==> config.mk <==
export PLATFORM = sky130hd
export DESIGN_NAME = refill_rd_arbiter_flat
export DESIGN_NICKNAME = d
export VERILOG_FILES = /design/src/rtl/refill_rd_arbiter_if.sv /design/src/rtl/refill_rd_arbiter.sv /design/src/flat_wrapper.sv
export SDC_FILE = /design/constraint.sdc
export NUM_CORES = 1
export LEC_CHECK = 0
export BUFFER_PORTS_ARGS = -buffer_cell sky130_fd_sc_hd__buf_4
export CORE_AREA = 2 2 136 138
export DETAILED_ROUTE_END_ITERATION = 7
export DIE_AREA = 0 0 138 140
export PLACE_DENSITY = 0.59
export SETUP_SLACK_MARGIN = 0.15
export SYNTH_ARGS = -nofsm -noshare
export SYNTH_HDL_FRONTEND = slang
export SYNTH_SLANG_ARGS = --single-unit
==> constraint.sdc <==
create_clock -name clk_i -period 1.41 [get_ports clk_i]
set_input_delay 0 -clock clk_i [delete_from_list [all_inputs] [get_ports clk_i]]
set_output_delay 0 -clock clk_i [all_outputs]
set_load 0.005 [all_outputs]
==> src/rtl/refill_rd_arbiter_if.sv <==
// Read-burst channel between refill_rd_arbiter (master) and axi_shim (slave).
// Request side: req/gnt handshake carrying addr, blen and id.
// Return side: valid beats carrying last, data and the returning id (rtn_id).
interface refill_rd_arbiter_if #(
    parameter int unsigned AddrWidth = 64,
    parameter int unsigned BlenWidth = 2,
    parameter int unsigned IdWidth   = 4,
    parameter int unsigned DataWidth = 64
);
    logic                 req;
    logic                 gnt;
    logic [AddrWidth-1:0] addr;
    logic [BlenWidth-1:0] blen;
    logic [IdWidth-1:0]   id;
    logic                 valid;
    logic                 last;
    logic [DataWidth-1:0] data;
    logic [IdWidth-1:0]   rtn_id;

    modport master (
        output req, addr, blen, id,
        input  gnt, valid, last, data, rtn_id
    );

    modport slave (
        input  req, addr, blen, id,
        output gnt, valid, last, data, rtn_id
    );
endinterface

==> src/rtl/refill_rd_arbiter.sv <==
// Round-robin arbiter sharing one AXI read-burst channel between NumReq refill
// requesters. One burst in flight; returning beats are steered to the owner by ID.
// Grant, beat steering and error pulses are combinational; every output is forced
// to zero while rst_i is high.
module refill_rd_arbiter #(
    parameter int unsigned NumReq    = 2,
    parameter int unsigned AddrWidth = 64,
    parameter int unsigned BlenWidth = 2,
    parameter int unsigned IdWidth   = 4
) (
    input  logic                        clk_i,
    input  logic                        rst_i,
    input  logic [NumReq-1:0]           req_i,
    output logic [NumReq-1:0]           req_gnt_o,
    input  logic [NumReq*AddrWidth-1:0] req_addr_i,
    input  logic [NumReq*BlenWidth-1:0] req_blen_i,
    refill_rd_arbiter_if.master         axi,
    output logic [NumReq-1:0]           rtrn_valid_o,
    output logic                        rtrn_last_o,
    output logic [63:0]                 rtrn_data_o,
    output logic                        busy_o,
    output logic                        err_o
);
    localparam int unsigned PtrWidth = (NumReq > 1) ? $clog2(NumReq) : 1;
    localparam logic [BlenWidth-1:0] CntMax = '1;
    localparam logic [PtrWidth-1:0] LastReq = PtrWidth'(NumReq - 1);

    typedef enum logic [1:0] {
        IDLE = 2'd0,
        ADDR = 2'd1,
        DATA = 2'd2
    } state_e;

    state_e               state_q, state_d;
    logic [AddrWidth-1:0] addr_q, addr_d;
    logic [BlenWidth-1:0] blen_q, blen_d;
    logic [BlenWidth-1:0] cnt_q, cnt_d;
    logic [PtrWidth-1:0]  owner_q, owner_d;
    logic [PtrWidth-1:0]  rr_q, rr_d;

    logic [PtrWidth-1:0]  sel;
    logic                 found;
    logic                 beat_own;
    logic [NumReq-1:0]    gnt_c;
    logic [NumReq-1:0]    rtrn_valid_c;
    logic                 rd_req_c;
    logic                 rtrn_last_c;
    logic                 err_c;

    logic [AddrWidth-1:0] req_addr [NumReq];
    logic [BlenWidth-1:0] req_blen [NumReq];

    for (genvar g = 0; g < NumReq; g++) begin : g_unpack
        assign req_addr[g] = req_addr_i[g*AddrWidth +: AddrWidth];
        assign req_blen[g] = req_blen_i[g*BlenWidth +: BlenWidth];
    end

    // Round-robin pick: first asserted request at or above rr_q, wrapping
    always_comb begin
        found = 1'b0;
        sel   = '0;
        for (int unsigned i = 0; i < NumReq; i++) begin
            if (!found && req_i[PtrWidth'((32'(rr_q) + i) % NumReq)]) begin
                found = 1'b1;
                sel   = PtrWidth'((32'(rr_q) + i) % NumReq);
            end
        end
    end

    assign beat_own = axi.valid && (axi.rtn_id == IdWidth'(owner_q));

    // Next-state and combinational outputs
    always_comb begin
        state_d      = state_q;
        addr_d       = addr_q;
        blen_d       = blen_q;
        cnt_d        = cnt_q;
        owner_d      = owner_q;
        rr_d         = rr_q;
        gnt_c        = '0;
        rtrn_valid_c = '0;
        rd_req_c     = 1'b0;
        rtrn_last_c  = 1'b0;
        err_c        = 1'b0;

        unique case (state_q)
            IDLE: begin
                err_c = axi.valid;
                if (found) begin
                    gnt_c[sel] = 1'b1;
                    addr_d     = req_addr[sel];
                    blen_d     = req_blen[sel];
                    owner_d    = sel;
                    state_d    = ADDR;
                end
            end
            ADDR: begin
                rd_req_c = 1'b1;
                err_c    = axi.valid;
                if (axi.gnt) begin
                    cnt_d   = '0;
                    state_d = DATA;
                end
            end
            DATA: begin
                if (axi.valid && !beat_own) begin
                    err_c = 1'b1;
                end
                if (beat_own) begin
                    rtrn_valid_c[owner_q] = 1'b1;
                    rtrn_last_c           = axi.last;
                    if (cnt_q != CntMax) begin
                        cnt_d = cnt_q + 1'b1;
                    end
                    if (axi.last) begin
                        err_c   = (cnt_q != blen_q);
                        rr_d    = (owner_q == LastReq) ? '0 : owner_q + 1'b1;
                        state_d = IDLE;
                    end
                end
            end
            default: state_d = IDLE;
        endcase
    end

    // State and burst context registers
    always_ff @(posedge clk_i) begin
        if (rst_i) begin
            state_q <= IDLE;
            addr_q  <= '0;
            blen_q  <= '0;
            cnt_q   <= '0;
            owner_q <= '0;
            rr_q    <= '0;
        end else begin
            state_q <= state_d;
            addr_q  <= addr_d;
            blen_q  <= blen_d;
            cnt_q   <= cnt_d;
            owner_q <= owner_d;
            rr_q    <= rr_d;
        end
    end

    assign req_gnt_o    = rst_i ? '0 : gnt_c;
    assign axi.req      = !rst_i && rd_req_c;
    assign axi.addr     = rst_i ? '0 : addr_q;
    assign axi.blen     = rst_i ? '0 : blen_q;
    assign axi.id       = rst_i ? '0 : IdWidth'(owner_q);
    assign rtrn_valid_o = rst_i ? '0 : rtrn_valid_c;
    assign rtrn_last_o  = !rst_i && rtrn_last_c;
    assign rtrn_data_o  = rst_i ? '0 : axi.data;
    assign busy_o       = !rst_i && (state_q != IDLE);
    assign err_o        = !rst_i && err_c;
endmodule

==> src/flat_wrapper.sv <==
// flat-port wrapper written by rule: the top's interface ports become plain ports
module refill_rd_arbiter_flat 
#(
    parameter int unsigned NumReq    = 2,
    parameter int unsigned AddrWidth = 64,
    parameter int unsigned BlenWidth = 2,
    parameter int unsigned IdWidth   = 4
)
  (clk_i, rst_i, req_i, req_gnt_o, req_addr_i, req_blen_i, rtrn_valid_o, rtrn_last_o, rtrn_data_o, busy_o, err_o, axi_req, axi_addr, axi_blen, axi_id, axi_gnt, axi_valid, axi_last, axi_data, axi_rtn_id);
  refill_rd_arbiter_if #(.AddrWidth(AddrWidth), .BlenWidth(BlenWidth), .IdWidth(IdWidth), .DataWidth(64)) axi_i ();
  input  logic clk_i;
  input  logic rst_i;
  input  logic [NumReq-1:0] req_i;
  output logic [NumReq-1:0] req_gnt_o;
  input  logic [NumReq*AddrWidth-1:0] req_addr_i;
  input  logic [NumReq*BlenWidth-1:0] req_blen_i;
  output logic [NumReq-1:0] rtrn_valid_o;
  output logic rtrn_last_o;
  output logic [63:0] rtrn_data_o;
  output logic busy_o;
  output logic err_o;
  output wire logic [$bits(axi_i.req)-1:0] axi_req;
  output wire logic [$bits(axi_i.addr)-1:0] axi_addr;
  output wire logic [$bits(axi_i.blen)-1:0] axi_blen;
  output wire logic [$bits(axi_i.id)-1:0] axi_id;
  input wire logic [$bits(axi_i.gnt)-1:0] axi_gnt;
  input wire logic [$bits(axi_i.valid)-1:0] axi_valid;
  input wire logic [$bits(axi_i.last)-1:0] axi_last;
  input wire logic [$bits(axi_i.data)-1:0] axi_data;
  input wire logic [$bits(axi_i.rtn_id)-1:0] axi_rtn_id;
  assign axi_req = axi_i.req;
  assign axi_addr = axi_i.addr;
  assign axi_blen = axi_i.blen;
  assign axi_id = axi_i.id;
  assign axi_i.gnt = axi_gnt;
  assign axi_i.valid = axi_valid;
  assign axi_i.last = axi_last;
  assign axi_i.data = axi_data;
  assign axi_i.rtn_id = axi_rtn_id;
  refill_rd_arbiter #(.NumReq(NumReq), .AddrWidth(AddrWidth), .BlenWidth(BlenWidth), .IdWidth(IdWidth)) u_core (.clk_i(clk_i), .rst_i(rst_i), .req_i(req_i), .req_gnt_o(req_gnt_o), .req_addr_i(req_addr_i), .req_blen_i(req_blen_i), .axi(axi_i), .rtrn_valid_o(rtrn_valid_o), .rtrn_last_o(rtrn_last_o), .rtrn_data_o(rtrn_data_o), .busy_o(busy_o), .err_o(err_o));
endmodule
## Word level (Yosys, flattened, before mapping)

Cells that the tools add are included.

| storage, ports and cells | value |
|---|---|
| register bits after elaboration | 72 |
| bits of input ports | 207 |

| cells by class | value |
|---|---|
| $add $sub $neg | 3 |
| magnitude comparators | 7 |
| equality and inequality tests | 10 |
| mux-type cells | 45 |
| bitwise gates (word level) | 1 |
| reduce and logical (&&, ||, !) cells | 20 |

Operator list:

| kind | number |
|---|---|
| 2-to-1 mux 64 bit | 5 |
| 2-to-1 mux 2 bit | 17 |
| 2-to-1 mux 1 bit | 18 |
| logical AND 1 bit | 9 |
| less-than comparator 1 x 2 -> 1 bit, second input constant | 4 |
| AND reduction 4 bit | 2 |
| != test 2 x 1 -> 1 bit, second input constant | 3 |
| != test 2 bit, second input constant | 3 |
| one-hot mux 2 bit (3 select lines) | 1 |
| == test 4 x 1 -> 1 bit | 1 |
| one-hot mux 2 bit (2 select lines) | 1 |
| nonzero test 2 bit | 2 |
| logical NOT 1 bit | 3 |
| AND reduction 3 bit | 1 |
| adder 1 bit, second input constant | 2 |
| adder 2 x 1 -> 2 bit, second input constant | 1 |
| demux 1 bit (select 1 bit) | 2 |
| == test 2 x 1 -> 1 bit, second input constant | 1 |
| == test 2 bit, second input constant | 1 |
| greater-or-equal comparator 1 bit, second input constant | 2 |
| greater-or-equal comparator 2 bit, second input constant | 1 |
| logical NOT 2 bit | 1 |
| != test 2 bit | 1 |
| NOT 1 -> 2 bit | 1 |
| other kinds (3) | 3 |

## Depth between registers and ports, before layout

Gate-level depths: netlist (run 1).

| logic depth | value |
|---|---|
| depth after elaboration | 13 |
| depth in mapped cells | 7 |
| mapped depth without buffers | 4 |

## Worst setup path after synthesis (run 1)

Ideal clock, no wire load.

| path | value |
|---|---|
| path kind | register to register |
| start point | register u_core.state_q[1] |
| end point | register u_core.addr_q[0] |
| arrival time | 1.268 ns |
| data required time | 1.277 ns |
| slack | 0.010 ns |
| cell stages (with the launch flop) | 8 |
| path through | dfxtp_1 buf_6 nor2_4 o21a_1 buf_4 buf_4 buf_4 a311oi_2 |

| on the way | value |
|---|---|
| longest elaborated chain between the ends | 2 |

RTL lines:

| element | RTL line | source |
|---|---|---|
| from (decl) | refill_rd_arbiter.sv:34 | `state_e state_q, state_d;` |
| from (signal assigned) | refill_rd_arbiter.sv:136 | `state_q <= state_d;` |
| logical NOT 2 bit | refill_rd_arbiter.sv:86 | `unique case (state_q)` |
| AND reduction 2 bit (no source line) | -- |  |
| to (signal assigned) | refill_rd_arbiter.sv:137 | `addr_q <= addr_d;` |
| to (decl) | refill_rd_arbiter.sv:35 | `logic [AddrWidth-1:0] addr_q, addr_d;` |

Every way passes these cells.
A chain may end at the register's enable or synchronous reset.

## Worst setup path in the final report (run 1)

| path | value |
|---|---|
| start point | register u_core.state_q[1] |
| end point | register u_core.addr_q[58] |

Same word-level chain as after synthesis.

==> metrics.csv, run 1 <==
stage,metric,value,unit
logic_synthesis,synth unique cells,42,
critical_path,CP max stage delay,0.37,ns
clocking,CTS sink cnt,72,
critical_path,crit end category,register,
placement,Post-DP HPWL,13800,µm
logic_synthesis,Yosys top cell by area,dfxtp_1,
routing,routed wl met3,1170,µm
floorplanning,Ports,349,
run,# Max-Cap Violations,0,
finish,NumNets Final,1247,
global_route,initial antenna violation count,0,
clocking,CTS tree,yes,
critical_path,cell breakdown of the critical path,buf_12 -> nor2_4 -> o21a_4 -> buf_12 -> buf_8 -> buf_16 -> nor2_4 -> a311oi_2,
routing,via count,5791,
floorplanning,Die Y,140,µm
clocking,clk_lat worst skew,0.34,ns
pwr,switching power,2410,µW
timing,Tcrit/Tclk final,1.08,
timing,final worst slack,-0.113,ns
timing,fin crit period,1.52,ns
logic_synthesis,syn avg cell area,8.36,µm²
timing,Finish-stage setup viols,57,
clocking,Root Driver,clkbuf_16,
logic_synthesis,Yosys top cell area share,0.328,
routing,post-route ant nets,0,
timing,Final Max Slew Viols,0,
logic_synthesis,Synth area leaders,"dfxtp_1 33%, nor2b_1 19%, a311oi_2 14%",
critical_path,data arrival time of the critical path,1.78,ns
timing,RSZ-0062 raised after global routing,true,
worst_hold_path,worst min-delay path class,input port to register,
global_route,GRT Total Usage,0.209,
outcome,status,"finished, violations left",
pwr,combinational share of power,0.388,
clocking,Worst-path clk slew,0.07,ns
placement,"worst slack, placed",-0.0313,ns
routing,Post-Route WL,21600,µm
logic_synthesis,#FFs+latches synth,72,
floorplanning,die footprint,19300,µm²
outcome,failing checks,setup timing,
pwr,leakage,0.00453,µW
logic_synthesis,"FFs w/ async S/R, synth",0,
routing,WL met1,8970,µm
finish,most frequent cells in the layout,"355 x buf_4, 135 x dlygate4sd3_1, 132 x nor2b_1",
finish,"most common cell after layout, fill and taps aside",buf_4,
finish,design area,10200,µm²
placement,post-place instance area,7410,µm²
pwr,Sw Ratio,0.295,
pwr,Pint,5760,µW
logic_synthesis,mapped cell area,4400,µm²
floorplanning,row count,49,
critical_path,CP Class,register to register,
critical_path,required time worst endpoint,1.66,ns
clocking,H-tree depth,3,
global_route,first-pass GRT wire length,32100,µm
floorplanning,Die X,138,µm
logic_synthesis,top_reg_cell synth,dfxtp_1,
logic_synthesis,"EDFF count, synth",0,
clocking,Clock Tree Buf Depth,2,
pwr,VDD IR max,0.651,mV
placement,IO buf count,345,
critical_path,Startpoint Class,register,
global_route,vias in the first global route,5831,
finish,Util after Layout,0.572,
critical_path,slowest CP cell,dfxtp_4,
finish,FILL cells,1561,
pwr,power density over the cells,804,nW/µm²
routing,uppermost layer routed,met4,
pwr,sequential power share,0.295,
pwr,Clock Power Share,0.317,
timing,Setup Skew,0.00936,ns
critical_path,worst-path fanout max,6,
floorplanning,Core ar.,17800,µm²
routing,# DRC,0,
placement,Final GP Congestion,0.805,
logic_synthesis,"Seq/Total Area, Yosys",0.328,
routing,drt first-iter violations,177,
routing,WL/cell,17.0,µm
floorplanning,Initial Util,0.247,
clocking,TritonCTS buffer count,9,
finish,Area Growth Syn to Fin,131,%
routing,1st-pass router iterations,4,
logic_synthesis,Gate Count Post-Synth,526,
finish,ant diodes,0,
global_route,largest net degree at the start of global routing,73,
timing,final hold vios,0,
timing,Fmax achieved,0.656,GHz
routing,Via-to-Cell Ratio,4.55,
logic_synthesis,synth warn,0,
global_route,grt total ovfl,0,
finish,layout cells sized above 1,0.537,
pwr,Pwr Total,8170,µW
routing,met2 wire len,11000,µm
worst paths after layout:
path | from | end | slack (ns) | cells past startpoint
setup reg to reg | u_core.state_q[1] | u_core.addr_q[58] | -0.11 | 8
hold / removal | rst_i | u_core.rr_q | 0.01 | 2
hold reg to reg | u_core.addr_q[41] | u_core.addr_q[41] | 0.48 | 2
setup / recovery | u_core.state_q[1] | u_core.addr_q[58] | -0.11 | 8
layer usage:
metal  vias up  track usage
li1       2828            -
met1      2717        0.256
met2       215        0.369
met3        31       0.0407
met4         0       0.0682
met5         -            0
through the flow:
| stage | setup TNS (ns) | hold slack [ns] | cells |
|---|---|---|---|
| 3_5_place_dp | -0.0782 | 0.207 | 1080 |
| 3_3_place_gp | -0.00177 | 0.204 | 1080 |
| 5_1_grt | -6.65 | 0.0145 | 1273 |
| 2_1_floorplan | 0 | 0.0982 | 528 |
| 6_report | -2.92 | 0.0108 | 1273 |
| 4_1_cts | -2.72 | 0.00771 | 1266 |
timing repair:
action,4_1_cts,5_1_grt
endpoints found under the setup margin,76,79
hold buffers,135,0
gates resized for setup,88,61
gates cloned,7,4
setup buffers,28,3
endpoints found under the hold margin,69,0
pin swaps,28,38
cell usage after synthesis, types with 6 or more instances:
master,count
nand2_1,95
buf_4,12
nor2_1,45
a21oi_1,10
clkbuf_1,16
and2_1,14
nor2b_1,133
a32oi_1,6
a221o_1,12
buf_2,17
dfxtp_1,72
a311oi_2,42
power by group through the flow:
stage	Combinational, µW	Clock, µW	Sequential [µW]
6_report	3170	2590	2410
5_1_grt	3370	2730	2430
4_1_cts	2920	2680	2380
3_5_place_dp	2100	0	2410
3_3_place_gp	2090	0	2410
2_1_floorplan	1100	0	2370
layout make-up:
class / instances / area [µm²] / share of cell area
Tap cell: 229 / 287 / 0.0282
Inverter: 1 / 3.75 / 0.000369
Timing Repair Buffer: 549 / 4990 / 0.491
Sequential cell: 72 / 1460 / 0.143
Multi-Input combinational cell: 406 / 3100 / 0.305
Clock buffer: 9 / 225 / 0.0222
Clock inverter: 7 / 103 / 0.0101
kinds of logic after synthesis:
logic type,share of synthesized area
AND/OR/NAND/NOR,0.366
AO/OA/AOI/OAI,0.234
flip-flops,0.328
buffers and inverters,0.0620
XOR/XNOR,0.00597
adder cells (fa/ha/maj),0.00284
other,0.000852
state kept, by name (all words and copies together), names as in the netlist:
signal,cells
u_core.cnt_q,2
u_core.rr_q,1
u_core.blen_q,2
u_core.owner_q,1
u_core.state_q,2
u_core.addr_q,64
worst max-delay path: cells and delay by family, from the launching register on:
family          cells  cell delay (ns)
buf+inv             4             0.51
simple gates        2             0.15
compound gates      2             0.39
flops               1             0.37
Power figures use the tool's default switching activity.
==> run 2, diff against run 1 <==
Settings changed: ABC_AREA from default to 1, CORE_AREA 2 2 136 138 to 2 2 135 137, DIE_AREA 0 0 138 140 to 0 0 137 139.
==> run 2 against run 1 <==
Against the previous run: the flow still finishes with violations (setup timing); fmax grew 5.5%; global-route usage shrank 1.3 points; sequential power shrank 2%; synthesized area shrank 1.1%; critical path type unchanged; largest power group unchanged.
==> metrics.csv, run 2 <==
stage,metric,value,unit
outcome,status,"finished, violations left",
outcome,failing checks,setup timing,
global_route,grt total ovfl,0,
pwr,switching power,2410,µW
logic_synthesis,Yosys top cell area share,0.331,
placement,IO buf count,345,
logic_synthesis,most common cell in the netlist,inv_1,
clocking,Worst-path clk slew,0.06,ns
finish,NumNets Final,1449,
logic_synthesis,top_reg_cell synth,dfxtp_1,
timing,Finish-stage setup viols,13,
worst_hold_path,Worst Hold Depth,2,
routing,# DRC,0,
timing,Setup Skew,0.00617,ns
logic_synthesis,synth warn,0,
logic_synthesis,"Seq/Total Area, Yosys",0.331,
global_route,initial antenna violation count,0,
critical_path,slowest CP cell,dfxtp_4,
routing,1st-pass router iterations,4,
finish,layout cells sized above 1,0.449,
pwr,Clock Power Share,0.286,
logic_synthesis,syn avg cell area,5.91,µm²
logic_synthesis,#FFs+latches synth,72,
critical_path,Startpoint Class,register,
finish,"most common cell after layout, fill and taps aside",buf_4,
pwr,sequential power share,0.315,
clocking,clk_lat worst skew,0.35,ns
finish,max reg flops,64,
finish,most frequent cells in the layout,"368 x buf_4, 141 x inv_1, 138 x nor2_1",
clocking,H-tree depth,3,
clocking,Root Driver,clkbuf_16,
clocking,Clock Tree Buf Depth,2,
critical_path,cell breakdown of the critical path,nor2_4 -> nand2_4 -> buf_6 -> nor2_4 -> buf_12 -> clkbuf_16 -> o21ai_2 -> o21ai_1,
pwr,VDD IR max,0.689,mV
run,# Max-Cap Violations,0,
routing,Post-Route WL,21900,µm
timing,Fmax achieved,0.692,GHz
global_route,largest net degree at the start of global routing,45,
critical_path,FF-to-FF path depth,8,
placement,Post-DP HPWL,13400,µm
logic_synthesis,Gate Count Post-Synth,736,
pwr,combinational share of power,0.400,
critical_path,most frequent CP cell,nor2_4,
finish,Area Growth Syn to Fin,128,%
logic_synthesis,Yosys top cell by area,dfxtp_1,
finish,Util after Layout,0.562,
logic_synthesis,synth unique cells,28,
placement,Final GP Congestion,0.760,
finish,ant diodes,0,
routing,via count,6453,
logic_synthesis,mapped cell area,4350,µm²
timing,Tcrit/Tclk final,1.02,
timing,RSZ-0062 raised after global routing,true,
global_route,vias in the first global route,6196,
floorplanning,Initial Util,0.246,
routing,Via-to-Cell Ratio,4.37,
pwr,leakage,0.00505,µW
floorplanning,row count,49,
routing,WL/cell,14.8,µm
floorplanning,die footprint,19000,µm²
timing,setup TNS,-0.125,ns
timing,final hold vios,0,
logic_synthesis,Synth area leaders,"dfxtp_1 33%, inv_1 13%, nor2_1 12%",
finish,Reg with most FFs,u_core.addr_q,
clocking,CTS tree,yes,
logic_synthesis,Post-synth top cells,"153 x inv_1, 143 x nor2_1, 127 x nand2_1",
floorplanning,Die Y,139,µm
routing,drt first-iter violations,250,
pwr,power density over the cells,759,nW/µm²
worst_hold_path,worst min-delay path class,input port to register,
floorplanning,Die X,137,µm
logic_synthesis,"FFs w/ async S/R, synth",0,
clocking,CTS sink cnt,72,
floorplanning,Ports,349,
critical_path,data arrival time of the critical path,1.72,ns
logic_synthesis,"EDFF count, synth",0,
pwr,Sw Ratio,0.320,
floorplanning,Core ar.,17700,µm²
global_route,GRT Total Usage,0.196,
pwr,Pint,5120,µW
timing,fin crit period,1.44,ns
critical_path,CP Class,register to register,
timing,Final Max Slew Viols,0,
timing,final worst slack,-0.0342,ns
routing,post-route ant nets,0,
placement,"worst slack, placed",0.110,ns
critical_path,crit end category,register,
critical_path,worst-path fanout max,8,
critical_path,required time worst endpoint,1.69,ns
clocking,TritonCTS buffer count,9,
global_route,first-pass GRT wire length,30000,µm
critical_path,CP max stage delay,0.36,ns
## run 2: changes by cell type after synthesis, sizes merged, moves of 4 or more
cell     change
a221o       -12
clkbuf       -5
nor2b      -133
o2bb2ai      -4
a32oi        -6
o21ai       +84
nand2       +37
and2        -14
nor2       +100
a21oi       +46
inv        +158
nand3       +13
a311oi      -44
a22oi        +6
## run 2: timing repair
item / CTS / global route
hold buffers: 134 / 0
buffers inserted: 20 / 9
endpoints found under the setup margin: 43 / 75
endpoints found under the hold margin: 69 / 0
pin swaps: 10 / 93
gates resized for setup: 39 / 182
cloned: 2 / 10
## run 2: power groups by stage
stage               combinational, µW  sequential, µW  clock [µW]
floorplan                         951            2380           0
global placement                 1990            2390           0
detailed placement               2000            2390           0
CTS                              2500            2350        2210
global route                     3260            2390        2300
finish                           3010            2370        2150
## run 2: routing by layer
layer  part of all wire  GRT usage  up-vias  wire length, µm
met5                  0          0        -                0
met4              0.019     0.0716        0              422
met3              0.062     0.0439       31             1350
met2               0.52      0.351      240            11400
met1               0.40      0.225     2963             8690
li1                   -          -     3219                -
## run 2: worst paths after layout
check / start / slack (ns) / endpoint
setup reg to reg: u_core.state_q[1] / -0.03 / u_core.addr_q[54]
hold / removal: rst_i / 0.07 / u_core.addr_q[40]
hold reg to reg: u_core.addr_q[17] / 0.52 / u_core.addr_q[17]
setup / recovery: u_core.state_q[1] / -0.03 / u_core.addr_q[54]
## run 2: area by class of cell
type / count / area [µm²]
Clock inverter: 7 / 48.8
Timing Repair Buffer: 539 / 4750
Multi-Input combinational cell: 459 / 2530
Sequential cell: 72 / 1460
Clock buffer: 9 / 225
Tap cell: 229 / 287
Fill cell: 1613 / 7730
Inverter: 160 / 623
## run 2: worst max-delay path, delay by kind of cell, from the launching register on
family	cells	cell delay (ns)
AO/OA/AOI/OAI	2	0.20
flip-flops	1	0.36
AND/OR/NAND/NOR	3	0.35
buffers and inverters	3	0.47
## run 2: logic make-up after synthesis
family | Yosys count | synth area share
simple gates | 297 | 0.279
buf+inv | 207 | 0.197
compound gates | 158 | 0.189
flops | 72 | 0.331
fa+ha+maj | 1 | 0.00288
other cells | 1 | 0.000862
## run 2: through the flow
stage | area, µm² | hold slack, ns | cells | total power, µW
4_1_cts | 9140 | 0.0400 | 1456 | 7060
2_1_floorplan | 4360 | 0.0669 | 738 | 3330
5_1_grt | 9920 | 0.0715 | 1475 | 7940
3_5_place_dp | 7210 | 0.203 | 1284 | 4390
6_report | 9920 | 0.0674 | 1475 | 7530
3_3_place_gp | 7210 | 0.203 | 1284 | 4380
==> run 3, diff against run 2 <==
Settings changed: PLACE_DENSITY 0.59 to 0.64.
==> run 3 against run 2 <==
Against the previous run: the run still ends with setup timing left; cell count down 0.34%; flip-flop and latch count unchanged; die area unchanged; wire length up 2.4%; fmax down 3.8%; register-to-register slack worse by 0.06 ns; largest cell class unchanged.
==> metrics.csv, run 3 (synthesis gave the netlist of run 2 again) <==
stage,metric,value,unit
worst_hold_path,Hold EP,u_core.addr_q[17],
timing,Finish-stage setup viols,46,
floorplanning,Initial Util,0.246,
critical_path,crit end category,register,
placement,"worst slack, placed",0.102,ns
critical_path,Reg2Reg Setup Slack,-0.09,ns
global_route,GRT Total Usage,0.224,
placement,Cells after DPL,1275,
routing,Via-to-Cell Ratio,4.44,
routing,Post-Route WL,22400,µm
global_route,grt total ovfl,0,
worst_hold_path,Worst Hold Depth,3,
pwr,Pint,6010,µW
pwr,VDD IR max,0.603,mV
placement,Final GP Congestion,0.778,
timing,final worst slack,-0.0919,ns
routing,# DRC,0,
critical_path,CP Class,register to register,
finish,ant diodes,0,
clocking,clk_lat worst skew,0.34,ns
timing,final hold vios,0,
pwr,power density over the cells,834,nW/µm²
finish,NumNets Final,1445,
routing,WL/cell,15.2,µm
run,# Max-Cap Violations,0,
critical_path,Startpoint Class,register,
clocking,Worst-path clk slew,0.06,ns
clocking,Root Driver,clkbuf_16,
finish,"most common cell after layout, fill and taps aside",buf_4,
pwr,Sw Ratio,0.294,
worst_hold_path,Hold Startpoint,req_i[1],
clocking,TritonCTS buffer count,9,
pwr,sequential power share,0.278,
finish,most frequent cells in the layout,"358 x buf_4, 146 x inv_1, 138 x nor2_1",
pwr,Pwr Total,8520,µW
routing,post-route ant nets,0,
routing,drt first-iter violations,210,
clocking,CTS tree,yes,
routing,1st-pass router iterations,5,
clocking,H-tree depth,3,
critical_path,data arrival time of the critical path,1.74,ns
placement,post-place instance area,7130,µm²
worst_hold_path,worst min-delay path class,input port to register,
timing,Final Max Slew Viols,0,
timing,Tcrit/Tclk final,1.07,
placement,Post-DP HPWL,12900,µm
critical_path,FF-to-FF path depth,9,
timing,fin crit period,1.50,ns
pwr,switching power,2510,µW
global_route,vias in the first global route,6645,
critical_path,required time worst endpoint,1.64,ns
outcome,status,"finished, violations left",
placement,IO buf count,345,
global_route,first-pass GRT wire length,33200,µm
routing,via count,6528,
floorplanning,die footprint,19000,µm²
global_route,largest net degree at the start of global routing,101,
floorplanning,Die X,137,µm
timing,Fmax achieved,0.666,GHz
finish,Reg with most FFs,u_core.addr_q,
global_route,initial antenna violation count,0,
finish,layout cells sized above 1,0.447,
timing,Setup Skew,0.00580,ns
floorplanning,Die Y,139,µm
finish,FILL cells,1532,
pwr,combinational share of power,0.408,
finish,Area Growth Syn to Fin,135,%
critical_path,RR Endpoint,u_core.addr_q[3],
outcome,failing checks,setup timing,
clocking,Clock Tree Buf Depth,2,
critical_path,worst-path fanout max,7,
finish,fin cells,1470,
floorplanning,Ports,349,
clocking,CTS sink cnt,72,
floorplanning,row count,49,
pwr,leakage,0.00522,µW
finish,max reg flops,64,
critical_path,r2r startpoint,u_core.state_q[1],
floorplanning,Core ar.,17700,µm²
timing,RSZ-0062 raised after global routing,true,
finish,design area,10200,µm²
pwr,Clock Power Share,0.313,
run 3: routing by layer:
layer | up-vias | share of wire | global-route usage
met2 | 304 | 0.52 | 0.405
met5 | - | 0 | 0
met4 | 0 | 0.029 | 0.107
li1 | 3224 | - | -
met3 | 49 | 0.082 | 0.0614
met1 | 2951 | 0.37 | 0.235
run 3: worst max-delay path, stage by stage, from the launching register on:
cell	delay [ns]
dfxtp_4	0.36
nor2_4	0.14
nand2_4	0.08
buf_12	0.13
buf_12	0.13
buf_16	0.15
buf_12	0.14
buf_16	0.14
nand2_4	0.06
o21ai_2	0.05
run 3: worst max-delay path by stage:
stage                           start  slack [ns]  cells after the start           endpoint
global route        u_core.state_q[1]       -0.14                      9   u_core.addr_q[3]
CTS                    u_core.owner_q       -0.08                      8    rtrn_valid_o[0]
detailed placement  u_core.state_q[1]        0.10                      7    rtrn_valid_o[0]
floorplan                 u_core.rr_q        0.23                     11  u_core.addr_q[38]
global placement    u_core.state_q[1]        0.11                      7    rtrn_valid_o[0]
finish              u_core.state_q[1]       -0.09                      9   u_core.addr_q[3]
run 3: metrics by stage:
| stage | hold slack [ns] | utilization | setup TNS (ns) |
|---|---|---|---|
| 5_1_grt | 0.0989 | 0.578 | -6.19 |
| 3_3_place_gp | 0.196 | 0.404 | 0 |
| 4_1_cts | 0.0498 | 0.558 | -0.716 |
| 3_5_place_dp | 0.206 | 0.404 | 0 |
| 2_1_floorplan | 0.0669 | - | 0 |
| 6_report | 0.0601 | 0.578 | -2.61 |
run 3: final cells by class:
class	instances	area, µm²	area share
clock buffers	10	239	0.0234
multi-input cells	459	2570	0.251
flip-flops and latches	72	1460	0.143
well taps	229	287	0.0281
clock inverters	5	105	0.0103
inverters	160	613	0.0600
repair buffers	535	4940	0.483
run 3: power groups by stage:
stage	registers (µW)	clock network, µW	logic [µW]
final	2370	2670	3480
after global routing	2390	2820	3740
after CTS	2360	2750	3220
after detailed placement	2400	0	1970
after global placement	2390	0	1950
after floorplan	2380	0	951
run 3: timing repair:
item	CTS	global route
gates cloned	14	0
setup buffers	26	6
hold buffers	134	0
hold endpoints to repair	69	0
pin swaps	49	29
setup endpoints to repair	59	76
resized for setup	140	76
